==> src/rtl/poly_pkg.sv <==
// Shared types and width helpers for the sequential polynomial evaluator.
package poly_pkg;

    typedef enum logic [1:0] {
        IDLE = 2'd0,
        MAC  = 2'd1,
        OUT  = 2'd2
    } state_t;

    localparam int DATA_W_DEF = 32;

    // Width of a coefficient index; one spare code so out-of-range writes are representable.
    function automatic int coef_idx_w(input int degree);
        return $clog2(degree + 2);
    endfunction

    // Width of a window position index.
    function automatic int win_idx_w(input int window_size);
        return $clog2(window_size + 1);
    endfunction

endpackage

==> src/rtl/poly_mac_unit.sv <==
// Single shared multiply-add: y = trunc(acc * x) + c, wrapping modulo 2^DATA_W.
import poly_pkg::*;

module poly_mac_unit #(
    parameter int DATA_W = DATA_W_DEF
) (
    input  logic signed [DATA_W-1:0] acc,
    input  logic signed [DATA_W-1:0] x,
    input  logic signed [DATA_W-1:0] c,
    output logic signed [DATA_W-1:0] y
);

    // The low DATA_W bits of the full product equal a DATA_W-wide product,
    // so the truncated product is formed directly and the add wraps.
    assign y = acc * x + c;

endmodule

==> src/rtl/poly_eval_seq.sv <==
// Horner-rule polynomial evaluator sharing one multiply-add across DEGREE cycles.
//
// state | meaning
// IDLE  | ready for x; coefficient writes and win_clr honoured
// MAC   | one Horner step per cycle, k counts down to 0
// OUT   | result held on y_* until y_ready
import poly_pkg::*;

module poly_eval_seq #(
    parameter int WINDOW_SIZE = 7,
    parameter int DEGREE      = 2,
    parameter int DATA_W      = DATA_W_DEF
) (
    input  logic                               clk,
    input  logic                               rst,
    input  logic                               coef_wr_en,
    input  logic [coef_idx_w(DEGREE)-1:0]      coef_wr_idx,
    input  logic signed [DATA_W-1:0]           coef_wr_data,
    input  logic                               win_clr,
    input  logic                               x_valid,
    output logic                               x_ready,
    input  logic signed [DATA_W-1:0]           x_data,
    output logic                               y_valid,
    input  logic                               y_ready,
    output logic signed [DATA_W-1:0]           y_data,
    output logic [win_idx_w(WINDOW_SIZE)-1:0]  y_idx,
    output logic                               y_last,
    output logic                               busy
);

    localparam int CW = coef_idx_w(DEGREE);
    localparam int WW = win_idx_w(WINDOW_SIZE);
    localparam logic [CW-1:0] K_INIT   = (DEGREE > 0) ? CW'(DEGREE - 1) : '0;
    localparam logic [CW-1:0] C_MAX    = CW'(DEGREE);
    localparam logic [WW-1:0] POS_LAST = WW'(WINDOW_SIZE - 1);

    state_t                   state;
    logic signed [DATA_W-1:0] coef [DEGREE+1];
    logic signed [DATA_W-1:0] x_reg;
    logic signed [DATA_W-1:0] acc;
    logic signed [DATA_W-1:0] mac_c;
    logic signed [DATA_W-1:0] mac_y;
    logic [CW-1:0]            k;
    logic [WW-1:0]            pos;
    logic                     coef_wr_ok;

    // A write arriving with an x handshake is parked here and committed when
    // the sample completes, so the in-flight sample sees the old coefficients.
    logic                     pend_en;
    logic [CW-1:0]            pend_idx;
    logic signed [DATA_W-1:0] pend_data;

    assign coef_wr_ok = coef_wr_en && (coef_wr_idx <= C_MAX);
    assign mac_c      = coef[k];

    poly_mac_unit #(.DATA_W(DATA_W)) u_mac (
        .acc (acc),
        .x   (x_reg),
        .c   (mac_c),
        .y   (mac_y)
    );

    // Sequencer, coefficient store, window position and registered stream outputs.
    always_ff @(posedge clk) begin
        if (rst) begin
            state     <= IDLE;
            x_ready   <= 1'b1;
            y_valid   <= 1'b0;
            y_data    <= '0;
            y_idx     <= '0;
            y_last    <= 1'b0;
            busy      <= 1'b0;
            acc       <= '0;
            k         <= '0;
            x_reg     <= '0;
            pos       <= '0;
            pend_en   <= 1'b0;
            pend_idx  <= '0;
            pend_data <= '0;
            for (int j = 0; j <= DEGREE; j++) begin
                coef[j] <= '0;
            end
        end else begin
            case (state)
                IDLE: begin
                    if (win_clr) begin
                        pos <= '0;
                    end
                    if (x_valid) begin
                        if (coef_wr_ok) begin
                            pend_en   <= 1'b1;
                            pend_idx  <= coef_wr_idx;
                            pend_data <= coef_wr_data;
                        end
                        x_reg   <= x_data;
                        acc     <= coef[DEGREE];
                        k       <= K_INIT;
                        x_ready <= 1'b0;
                        busy    <= 1'b1;
                        if (DEGREE > 0) begin
                            state <= MAC;
                        end else begin
                            state   <= OUT;
                            y_valid <= 1'b1;
                            y_data  <= coef[DEGREE];
                            y_idx   <= win_clr ? '0 : pos;
                            y_last  <= !win_clr && (pos == POS_LAST);
                        end
                    end else if (coef_wr_ok) begin
                        coef[coef_wr_idx] <= coef_wr_data;
                    end
                end
                MAC: begin
                    acc <= mac_y;
                    k   <= k - CW'(1);
                    if (k == '0) begin
                        state   <= OUT;
                        y_valid <= 1'b1;
                        y_data  <= mac_y;
                        y_idx   <= pos;
                        y_last  <= (pos == POS_LAST);
                    end
                end
                OUT: begin
                    if (y_ready) begin
                        state   <= IDLE;
                        y_valid <= 1'b0;
                        x_ready <= 1'b1;
                        busy    <= 1'b0;
                        pos     <= (pos == POS_LAST) ? '0 : pos + WW'(1);
                        if (pend_en) begin
                            coef[pend_idx] <= pend_data;
                            pend_en        <= 1'b0;
                        end
                    end
                end
                default: state <= IDLE;
            endcase
        end
    end

endmodule

==> config.mk <==
export PLATFORM = sky130hd
export DESIGN_NAME = poly_eval_seq
export DESIGN_NICKNAME = d
export VERILOG_FILES = /design/src/rtl/poly_pkg.sv /design/src/rtl/poly_mac_unit.sv /design/src/rtl/poly_eval_seq.sv
export SDC_FILE = /design/constraint.sdc
export NUM_CORES = 2
export LEC_CHECK = 0
export ABC_AREA = 0
export BUFFER_PORTS_ARGS = -buffer_cell sky130_fd_sc_hd__buf_2
export CAP_MARGIN = 25
export CORE_AREA = 8 8 224 226
export CTS_BUF_LIST = sky130_fd_sc_hd__clkbuf_4
export DETAILED_ROUTE_END_ITERATION = 6
export DIE_AREA = 0 0 232 234
export PLACE_DENSITY = 0.84
export SLEW_MARGIN = 20
export SYNTH_ARGS = -nofsm -noshare
export SYNTH_HDL_FRONTEND = slang
export SYNTH_SLANG_ARGS = --single-unit
==> constraint.sdc <==
create_clock -name clk -period 19.75 [get_ports clk]
set_clock_uncertainty 0.15 [all_clocks]
set_input_delay 2.9625 -clock clk [delete_from_list [all_inputs] [get_ports clk]]
set_output_delay 2.9625 -clock clk [all_outputs]
set_load 0.05 [all_outputs]
==> run_results.csv <==
group,metric,value,unit
outcome,status,"completed",
routing,wire_per_inst,19.9,µm
clocking,hold_buffers,0,
timing,min_period_over_period,42.5,%
synth,ys_ff_latch,275,
synth,synth_edf_count,128,
setup_path,worstSetupEndpointType,"register",
pwr,p_switching,0.00104,W
synth,synth.top_cell.area_share,31.3,%
setup_path,reg2reg_depth,26,
clocking,postCtsResizedCells,0,
global_route,grt_pass1_wl,120000,µm
global_route,grt_max_degree,90,
timing,fmax,119,MHz
timing,fin_crit,8400,ps
finish,largest_register,"coef",
clocking,cts_tree,"yes",
synth,ys.flop_type,"dfxtp_1",
setup_path,crit_fanout,27,
floorplan,io_pins,111,
synth,ys_seq_area_share,24.3,%
clocking,cts_sinks,275,
synth,synthSimpleGateAreaFrac,15.6,%
synth,synth_top_family_by_area,"adder cells",
min_path,hp-start,"y_data[10]",
finish,syn2layout_area_growth,6.75,%
synth,synth_fp_nets,3618,
finish,nets,3668,
clocking,cts_htree_levels,3,
synth,synth.area.top_cells,"fa_1 31%, edfxtp_1 14%, dfxtp_1 11%",
setup_path,cp.required,20240,ps
timing,rsz0062_at_grt,"no",
clocking,clk-insertion-delay-late,710,ps
routing,viasPerCell,5.70,
clocking,cts_root_buf,"clkbuf_4",
setup_path,worst-setup-path-type,"reg -> reg",
routing,drt_pass1_iterations,6,
min_path,holdPathEnd,"y_data[10]",
synth,syn_area,0.0280,mm²
clocking,numCtsBuffers,66,
timing,tns,0,ps
placed_design,post-place-cells,3553,
synth,async_flop_share,0,%
floorplan,die-area,0.0543,mm²
pwr,power.share.clock,20.6,%
setup_path,worstPathArrival,8880,ps
synth,yosysTopAreaCell,"fa_1",
finish,largest_reg_flops,128,
clocking,post_cts_buffers,0,
synth,ys_warn_count,0,
placed_design,hpwlAfterDp,55700,µm
setup_path,crit_path_start_kind,"register",
pwr,p_leak,13.7,nW
clocking,cts_buffer_depth,3,
global_route,antenna_found_initial,1,
pwr,combPwrFrac,48.9,%
pwr,swShare,44.2,%
setup_path,r2r_end,"acc[31]",
pwr,pwr-share-seq,30.5,%
pwr,power_density,78.7,mW/mm²
routing,routed_wl,73200,µm
global_route,grt_usage,27.9,%
floorplan,start_util,59.7,%
floorplan,die_h,234,µm
timing,slew_viol_final,0,
synth,synth_adder_area_share,38.1,%
placed_design,numPortBuffers,110,
timing,finalHoldViolations,0,
synth,synth_xor_area_share,2.81,%
floorplan,rows,80,
min_path,whs_path_depth,2,
synth,synth_cell_types,65,
synth,synth_compound_area_share,5.55,%
global_route,grt_overflow,0,
timing,setup_viol,0,
synth,syn_inst,2956,
timing,worstMarginPinSlew,1140,ps
clocking,clkTransAtPathRegs,70,ps
finish,final_cells,3674,
synth,synth_mux_area_share,3.76,%
placed_design,gp_congestion,0.932,
finish,drive_gt1_share,10.2,%
min_path,timing.hold.worst.class,"reg -> reg",
routing,ant_nets,0,
floorplan,die_w,232,µm
synth,syn_avg_cell_area,9.47,µm²
routing,drt_drc_violations_left,0,
pwr,p_int,0.00131,W
pwr,ir_drop,0.0673,mV
global_route,first_global_vias,22900,
timing,slew_headroom,23.7,%
routing,drt_iter0_markers,1677,
setup_path,r2r_slack,11350,ps
routing,vias,20900,
job,cap_violations,0,
floorplan,core-area,0.0468,mm²
==> cell usage in the layout (no fill, tap or decap), types with 17 or more instances in the layout <==
cell      netlist  routed
ha_1          152     152
and2_1        251     251
mux4_2         32      32
inv_1         572     572
fa_1          438     438
dfxtp_1       147     144
mux2i_1        33      33
nor2_1        132     131
clkbuf_4        0      87
nand2_1       512     509
xor2_1         17      17
buf_2          12     109
a22oi_1        30      30
edfxtp_1      128     128
a21oi_1       149     147
xnor2_1        62      62
buf_4           0      37
==> metrics by stage <==
stage | worst slack, ps | area, µm² | hold slack (ps) | total power [W] | utilization, %
2_1_floorplan | 12230 | 28000 | 286 | 0.00150 | -
3_3_place_gp | 11570 | 29000 | 291 | 0.00180 | 61.9
3_5_place_dp | 11370 | 29000 | 296 | 0.00185 | 61.9
4_1_cts | 11360 | 29900 | 305 | 0.00234 | 63.8
5_1_grt | 10970 | 29900 | 318 | 0.00251 | 63.8
6_report | 11350 | 29900 | 305 | 0.00235 | 63.8
==> metal layers <==
layer	vias up	track usage, %	part of all wire (%)
li1	9138	-	-
met1	10300	34.6	37
met2	1222	46.2	48
met3	238	6.58	11
met4	0	12.7	4.4
met5	-	0	0
==> power by group through the flow <==
stage	Combinational [W]	Sequential [W]	Clock, W
4_1_cts	0.00114	0.000712	0.000494
3_5_place_dp	0.00112	0.000725	0
5_1_grt	0.00127	0.000720	0.000518
6_report	0.00115	0.000717	0.000485
3_3_place_gp	0.00108	0.000723	0
2_1_floorplan	0.000783	0.000717	0
==> final cells by class <==
class                   count  area [µm²]
fillers                  3625       17000
flip-flops and latches    275        6790
diodes                      1        2.50
repair buffers            147         838
well taps                 615         769
clock inverters            33         220
multi-input cells        1944       18400
inverters                 572        2150
clock buffers              87         653
==> worst max-delay path by stage <==
stage / from / end / slack (ps) / cells after the start
2_1_floorplan: register / acc[31] / 12230 / 23
3_3_place_gp: register / acc[31] / 11570 / 26
3_5_place_dp: register / acc[31] / 11370 / 24
4_1_cts: register / acc[31] / 11360 / 24
5_1_grt: register / acc[31] / 10970 / 26
6_report: register / acc[31] / 11350 / 26
==> worst max-delay path, stage by stage, from the launching register on <==
cell and delay (ps):
dfxtp_2 430, buf_4 500, mux4_2 600, inv_1 110
fa_1 420, inv_1 100, fa_1 380, inv_1 80
fa_1 440, fa_1 550, inv_1 50, fa_1 480
fa_1 500, fa_1 490, inv_1 50, fa_1 480
inv_1 40, ha_1 390, and3_1 270, and3_1 250
o311ai_1 140, o2111ai_1 500, nand2_1 200, o21ai_1 220
xor2_1 230, nand2_1 80, a21oi_1 150
==> cell usage after synthesis, types with 3 or more instances <==
cell type,count
a211oi_1,3
a21o_1,11
a21oi_1,149
a22oi_1,30
a31oi_1,4
and2_1,251
and3_1,6
buf_1,11
buf_2,12
clkbuf_1,142
dfxtp_1,147
edfxtp_1,128
fa_1,438
ha_1,152
inv_1,572
mux2i_1,33
mux4_2,32
nand2_1,512
nand2b_1,4
nand3_1,9
nand4_1,6
nor2_1,132
nor2b_1,6
nor3_1,8
o2111ai_1,3
o211ai_1,4
o21ai_0,9
o21ai_1,4
o21bai_1,5
or2_2,3
or3_1,3
xnor2_1,62
xnor2_2,3
xor2_1,17
==> cell families after synthesis <==
family,Yosys count
adders and majority gates,590
and+or+nand+nor,954
muxes,65
DFF,275
xor gates and xnor gates,84
buffers and inverters,737
AOI/OAI and AO/OA,251
(Power assumes the default switching activity.)
